`src/rtl/note_pkg.sv`:
```
// Shared types and constants for the note highway renderer.
// Colours, screen geometry, slot and pipeline bundles.
package note_pkg;

  localparam int LANES    = 4;
  localparam int SCREEN_W = 640;
  localparam int SCREEN_H = 480;

  typedef struct packed {
    logic [3:0] r;
    logic [3:0] g;
    logic [3:0] b;
  } rgb_t;

  localparam rgb_t COL_BLACK  = '{4'h0, 4'h0, 4'h0};
  localparam rgb_t COL_WHITE  = '{4'hF, 4'hF, 4'hF};
  localparam rgb_t COL_GREY   = '{4'h2, 4'h2, 4'h2};
  localparam rgb_t COL_GREEN  = '{4'h0, 4'hF, 4'h0};
  localparam rgb_t COL_RED    = '{4'hF, 4'h0, 4'h0};
  localparam rgb_t COL_YELLOW = '{4'hF, 4'hF, 4'h0};
  localparam rgb_t COL_BLUE   = '{4'h0, 4'h0, 4'hF};

  typedef struct packed {
    logic       active;
    logic [9:0] y;
  } slot_t;

  typedef struct packed {
    logic       vis;
    logic       in_lane;
    logic       xok;
    logic [1:0] lane;
    logic [9:0] vc;
  } render_s1_t;

  function automatic rgb_t lane_colour(input logic [1:0] l);
    rgb_t c;
    c = COL_BLACK;
    unique case (l)
      2'd0: c = COL_GREEN;
      2'd1: c = COL_RED;
      2'd2: c = COL_YELLOW;
      2'd3: c = COL_BLUE;
    endcase
    return c;
  endfunction

endpackage

```
`src/rtl/note_lane.sv`:
```
// One lane of falling notes: spawn, scroll, hit/miss judgement
// and the per-row occupancy query used by the renderer.
module note_lane
  import note_pkg::*;
#(
  parameter int SLOTS   = 8,
  parameter int NOTE_H  = 16,
  parameter int SPEED   = 4,
  parameter int HIT_Y   = 432,
  parameter int HIT_WIN = 12
) (
  input  logic       vgaclk,
  input  logic       rst,
  input  logic       frame_tick,
  input  logic       spawn,
  input  logic       hit_btn,
  input  logic [9:0] qy,
  output logic       has_free,
  output logic       row_hit,
  output logic       hit_ok,
  output logic       hit_bad,
  output logic       miss
);

  localparam int IW = (SLOTS > 1) ? $clog2(SLOTS) : 1;

  slot_t            slots [SLOTS];
  logic [10:0]      ny    [SLOTS];
  logic [10:0]      ctr   [SLOTS];
  logic [SLOTS-1:0] gone;
  logic [SLOTS-1:0] drop;
  logic [IW-1:0]    free_idx;
  logic [IW-1:0]    cand_idx;
  logic             has_cand;
  logic             any_miss;

  // Slot search: lowest free slot, lowest hit candidate, row match.
  always_comb begin
    ny       = '{default: '0};
    ctr      = '{default: '0};
    gone     = '0;
    drop     = '0;
    free_idx = '0;
    cand_idx = '0;
    has_free = 1'b0;
    has_cand = 1'b0;
    row_hit  = 1'b0;
    any_miss = 1'b0;
    for (int i = SLOTS - 1; i >= 0; i--) begin
      ny[i]  = {1'b0, slots[i].y} + 11'(SPEED);
      ctr[i] = {1'b0, slots[i].y} + 11'(NOTE_H / 2);
      if (!slots[i].active) begin
        has_free = 1'b1;
        free_idx = IW'(i);
      end
      if (slots[i].active &&
          ctr[i] >= 11'(HIT_Y - HIT_WIN) &&
          ctr[i] <= 11'(HIT_Y + HIT_WIN)) begin
        has_cand = 1'b1;
        cand_idx = IW'(i);
      end
      if (slots[i].active &&
          {1'b0, qy} >= {1'b0, slots[i].y} &&
          {1'b0, qy} < {1'b0, slots[i].y} + 11'(NOTE_H))
        row_hit = 1'b1;
    end
    for (int i = 0; i < SLOTS; i++) begin
      gone[i] = hit_btn && has_cand && (cand_idx == IW'(i));
      drop[i] = frame_tick && slots[i].active && !gone[i] &&
                (ny[i] >= 11'(SCREEN_H));
      any_miss = any_miss | drop[i];
    end
  end

  // Slot state and one-cycle judgement pulses.
  always_ff @(posedge vgaclk) begin
    if (!rst) begin
      for (int i = 0; i < SLOTS; i++) slots[i] <= '0;
      hit_ok  <= 1'b0;
      hit_bad <= 1'b0;
      miss    <= 1'b0;
    end else begin
      hit_ok  <= hit_btn && has_cand;
      hit_bad <= hit_btn && !has_cand;
      miss    <= any_miss;
      for (int i = 0; i < SLOTS; i++) begin
        if (gone[i] || drop[i])
          slots[i].active <= 1'b0;
        else if (frame_tick && slots[i].active)
          slots[i].y <= ny[i][9:0];
        else if (spawn && has_free && free_idx == IW'(i))
          slots[i] <= '{active: 1'b1, y: 10'd0};
      end
    end
  end

endmodule

```
`src/rtl/note_highway_render.sv`:
```
// Four-lane note highway pixel source with a two-stage
// colour pipeline feeding the VGA output block.
module note_highway_render
  import note_pkg::*;
#(
  parameter int SLOTS       = 8,
  parameter int LANE_X0     = 192,
  parameter int LANE_W      = 64,
  parameter int NOTE_MARGIN = 4,
  parameter int NOTE_H      = 16,
  parameter int SPEED       = 4,
  parameter int HIT_Y       = 432,
  parameter int HIT_WIN     = 12
) (
  input  logic       vgaclk,
  input  logic       rst,
  input  logic [9:0] hc,
  input  logic [9:0] vc,
  input  logic       frame_tick,
  input  logic       spawn_valid,
  input  logic [1:0] spawn_lane,
  output logic       spawn_ready,
  input  logic [3:0] hit_btn,
  output logic [3:0] hit_ok,
  output logic [3:0] hit_bad,
  output logic [3:0] miss,
  output logic [3:0] red,
  output logic [3:0] green,
  output logic [3:0] blue
);

  logic [LANES-1:0] free;
  logic [LANES-1:0] row_hit;
  logic [LANES-1:0] spawn_go;
  render_s1_t       s1_d;
  render_s1_t       s1_q;
  rgb_t             px;
  logic [9:0]       rel;
  logic [9:0]       off;

  assign spawn_ready = !frame_tick && free[spawn_lane];

  for (genvar g = 0; g < LANES; g++) begin : g_lane
    assign spawn_go[g] = spawn_valid && spawn_ready &&
                         (spawn_lane == 2'(g));
    note_lane #(
      .SLOTS   (SLOTS),
      .NOTE_H  (NOTE_H),
      .SPEED   (SPEED),
      .HIT_Y   (HIT_Y),
      .HIT_WIN (HIT_WIN)
    ) u_lane (
      .vgaclk     (vgaclk),
      .rst        (rst),
      .frame_tick (frame_tick),
      .spawn      (spawn_go[g]),
      .hit_btn    (hit_btn[g]),
      .qy         (s1_q.vc),
      .has_free   (free[g]),
      .row_hit    (row_hit[g]),
      .hit_ok     (hit_ok[g]),
      .hit_bad    (hit_bad[g]),
      .miss       (miss[g])
    );
  end

  // S1 decode: lane membership, lane index and note inset.
  always_comb begin
    rel          = hc - 10'(LANE_X0);
    off          = rel % 10'(LANE_W);
    s1_d         = '0;
    s1_d.vc      = vc;
    s1_d.vis     = (hc < 10'(SCREEN_W)) && (vc < 10'(SCREEN_H));
    s1_d.in_lane = (hc >= 10'(LANE_X0)) &&
                   (hc < 10'(LANE_X0 + LANES * LANE_W));
    s1_d.lane    = 2'(rel / 10'(LANE_W));
    s1_d.xok     = s1_d.in_lane &&
                   (off >= 10'(NOTE_MARGIN)) &&
                   (off < 10'(LANE_W - NOTE_MARGIN));
  end

  // S1 register stage.
  always_ff @(posedge vgaclk) begin
    if (!rst) s1_q <= '0;
    else      s1_q <= s1_d;
  end

  // S2 colour priority: blank, note, hit line, lane, background.
  always_comb begin
    px = COL_BLACK;
    priority case (1'b1)
      !s1_q.vis:
        px = COL_BLACK;
      row_hit[s1_q.lane] && s1_q.xok:
        px = lane_colour(s1_q.lane);
      s1_q.in_lane && (s1_q.vc == 10'(HIT_Y) ||
                       s1_q.vc == 10'(HIT_Y + 1)):
        px = COL_WHITE;
      s1_q.in_lane:
        px = COL_GREY;
      default:
        px = COL_BLACK;
    endcase
  end

  // S2 register stage drives the pixel outputs.
  always_ff @(posedge vgaclk) begin
    if (!rst) begin
      red   <= 4'h0;
      green <= 4'h0;
      blue  <= 4'h0;
    end else begin
      red   <= px.r;
      green <= px.g;
      blue  <= px.b;
    end
  end

endmodule

```
`config.mk`:
```
export PLATFORM = sky130hd
export DESIGN_NAME = note_highway_render
export DESIGN_NICKNAME = d
export VERILOG_FILES = /design/src/rtl/note_pkg.sv /design/src/rtl/note_lane.sv /design/src/rtl/note_highway_render.sv
export SDC_FILE = /design/constraint.sdc
export NUM_CORES = 1
export LEC_CHECK = 0
export CAP_MARGIN = 5
export CELL_PAD_IN_SITES_DETAIL_PLACEMENT = 1
export CELL_PAD_IN_SITES_GLOBAL_PLACEMENT = 2
export CORE_MARGIN = 3
export CORE_UTILIZATION = 38
export CTS_BUF_LIST = sky130_fd_sc_hd__clkbuf_8
export CTS_CLUSTER_SIZE = 8
export DETAILED_ROUTE_END_ITERATION = 8
export GPL_TIMING_DRIVEN = 0
export PLACE_DENSITY_LB_ADDON = 0.1
export SYNTH_ARGS = -nofsm -noshare
export SYNTH_HDL_FRONTEND = slang
export SYNTH_HIERARCHICAL = 1
export SYNTH_SLANG_ARGS = --single-unit
```
`constraint.sdc`:
```
create_clock -name vgaclk -period 4 [get_ports vgaclk]
set_input_delay 0.8 -clock vgaclk [delete_from_list [all_inputs] [get_ports vgaclk]]
set_output_delay 0.8 -clock vgaclk [all_outputs]
set_load 0.005 [all_outputs]
```
==> flow_summary.json <==
{
  "status": "finished, violations left",
  "violations": "setup timing",
  "wire_per_inst_um": 19.5,
  "finalSetupViolations": 1,
  "pre_cts_ws_ps": -1520,
  "place_hpwl_um": 77000,
  "die_h_um": 309,
  "cts_root_buf": "clkbuf_8",
  "r2r_start": "s1_q[2]",
  "synth_compound_area_share_pct": 16.2,
  "antenna_found_initial": 9,
  "power.net_switching_w": 0.00351,
  "cts_sinks": 321,
  "ios": 55,
  "die_w_um": 309,
  "final_nets": 4840,
  "crit_start": "s1_q[2]",
  "routed_wl_um": 105000,
  "final_max_slew_viol_count": 0,
  "rows": 110,
  "worstSetupPathType": "register to register",
  "clk_path_buf_depth": 3,
  "power.internal_w": 0.00688,
  "area_delta_synth_final_pct": 12.5,
  "start_util_pct": 38.6,
  "clkTransAtPathRegs_ps": 60,
  "crit_path_max_fanout": 9,
  "synthCells": 3954,
  "cap_violations": 0,
  "yosys_warnings": 6,
  "crit_required_ps": 4550,
  "hold_ws_ps": 558,
  "hold_violations": 0,
  "critPathLaunchType": "register",
  "clk_latency_ps": 700,
  "fmax_mhz": 246,
  "avgSynthCellArea_um2": 8.84,
  "antenna_left": 0,
  "swShare_pct": 33.8,
  "die_area_mm2": 0.0956,
  "powerDensity_mw_per_mm2": 264,
  "worstPathArrival_ps": 4600,
  "synth-edff-count": 288,
  "synth-xor-area-share_pct": 8.64,
  "total_power_w": 0.0104,
  "synth_top_family_by_area": "adder cells",
  "hp-start": "s1_q[13]",
  "drt_iter0_markers": 1288,
  "leakage_nw": 16.4,
  "synthAdderAreaFrac_pct": 23.2,
  "portBuffers": 49,
  "peakVddDrop_v": 0.000198,
  "layout-drive-gt1-share_pct": 9.31,
  "ys_seq_area_share_pct": 26.6,
  "grt_usage_pct": 21.8,
  "seq_power_share_pct": 40.6,
  "gp_congestion": 0.798,
  "yosys.cell_types.count": 107,
  "hp-class": "register to register",
  "synth_top_area_share_pct": 24.7,
  "grt_pass1_vias": 29800,
  "ys_seq_elements": 321,
  "utilization_pct": 43.4,
  "synth_flop_cell": "edfxtp_1",
  "async_flop_share_pct": 0,
  "finClkSkew_ps": 34.9,
  "grt_start_max_net_pins": 48,
  "drcViolationCount": 0,
  "fin_crit_ps": 4060,
  "cts_max_level": 3,
  "yosys.area_share.simple_pct": 18.9,
  "cts_tree": "done",
  "synth_area_leaders": "edfxtp_1 25%, ha_1 23%, xnor2_1 8.4%",
  "setup.worst_path.end_class": "register",
  "power_frac_clock_pct": 34.5,
  "setup_ws_ps": -57.4,
  "synth_area_mm2": 0.0349,
  "dr.pass1.iters": 5,
  "numCtsBuffers": 72,
  "core-area_mm2": 0.0906,
  "vias": 29400,
  "rsz0062_at_grt": "true",
  "hold_buffers": 0,
  "vias_per_cell": 5.44,
  "worst_pin_slew_ps": 908,
  "grt_overflow_total": 0,
  "period_share_pct": 101,
  "synth.largest_area_cell": "edfxtp_1",
  "max-slew-margin-rel_pct": 39.1,
  "grt_pass1_wl_um": 167000,
  "combPwrFrac_pct": 25.0,
  "yosys-mux-area-fraction_pct": 0.619
}
==> flip-flops by register name, indices dropped and copies added, names as in the netlist <==
name,cells
s1_q,15
g_lane.u_lane/hit_bad,4
g_lane.u_lane/hit_ok,4
green,2
blue,2
red,2
g_lane.u_lane/miss,4
g_lane.u_lane/slots,288
==> cells in the mapped netlist, drive strengths merged (50+ instances only) <==
library cell / n
edfxtp: 288
ha: 647
nand2b: 75
inv: 377
nor3: 56
nand3: 176
o21a: 64
nand4: 106
nor2: 389
o21ai: 183
a21oi: 185
buf: 68
xnor2: 337
nand2: 275
clkbuf: 50
==> worst max-delay path, stage by stage, from the launching register on <==
cell	delay [ps]
dfxtp_4	370
buf_12	150
clkinvlp_4	110
buf_4	180
buf_4	140
ha_1	270
o21ai_0	180
a21boi_0	120
o21ai_0	170
a21oi_1	90
a31oi_1	190
nor3_1	110
a311o_2	390
or4_4	500
mux2i_1	170
o22a_1	150
buf_6	140
mux2i_4	440
==> power by group through the flow <==
stage / Sequential [W] / Combinational (W) / Clock (W)
final: 0.00422 / 0.00260 / 0.00358
after global routing: 0.00426 / 0.00299 / 0.00390
after CTS: 0.00424 / 0.00254 / 0.00377
after detailed placement: 0.00431 / 0.00249 / 0
after global placement: 0.00440 / 0.00232 / 0
after floorplan: 0.00420 / 0.00176 / 0
==> final timing paths <==
kind,depth (start not counted),slack (ps),endpoint
setup / recovery,17,-60,blue[2]
hold / removal,2,560,blue[1]
setup reg to reg,17,-60,blue[2]
hold reg to reg,2,560,blue[1]
==> placed cells by master (no fill, tap or decap), drive strengths merged, types with 64 or more instances in the layout <==
master / n
o21a: 64
o21ai: 183
nand4: 106
clkbuf: 122
ha: 647
buf: 144
nor2: 389
nand2: 275
xnor2: 337
edfxtp: 288
nand3: 176
inv: 408
a21oi: 185
nand2b: 75
==> repair_timing <==
action	in CTS	in global routing
pin swaps	0	7
hold endpoints to repair	0	0
gates resized for setup	18	36
setup buffers	19	46
setup endpoints to repair	103	55
==> cell type report <==
| type | count | area, um^2 |
|---|---|---|
| multi-input cells | 3157 | 23800 |
| plain buffers | 107 | 582 |
| flip-flops and latches | 321 | 9340 |
| clock buffers | 81 | 1110 |
| inverters | 378 | 1430 |
| diodes | 3 | 7.51 |
| repair buffers | 126 | 1320 |
| fillers | 10700 | 51300 |
| well taps | 1176 | 1470 |
| clock inverters | 52 | 236 |
==> metal layers <==
layer  share of wire [%]  track usage, %
met1                  50            30.9
met2                  45            35.5
met3                 3.1            2.80
met4                 1.5            4.72
met5               0.026               0
==> per-stage QoR <==
step,setup TNS (ps),std cells,instance area [um^2]
after CTS,-200,5351,38800
after global placement,-260600,5199,37000
after floorplan,0,3974,35000
after global routing,-326,5399,39300
after detailed placement,-211000,5208,37300
final,-57.4,5401,39300
==> cell families (layout without fill, tap and decap cells) <==
group	count (synthesis)	after routing
other	4	27
multiplexers	20	20
adder cells (fa/ha/maj)	647	647
AO/OA/AOI/OAI	816	816
flip-flops	321	321
AND/OR/NAND/NOR	1306	1306
buffers and inverters	496	744
XOR/XNOR	344	344
(Power assumes the default switching activity.)
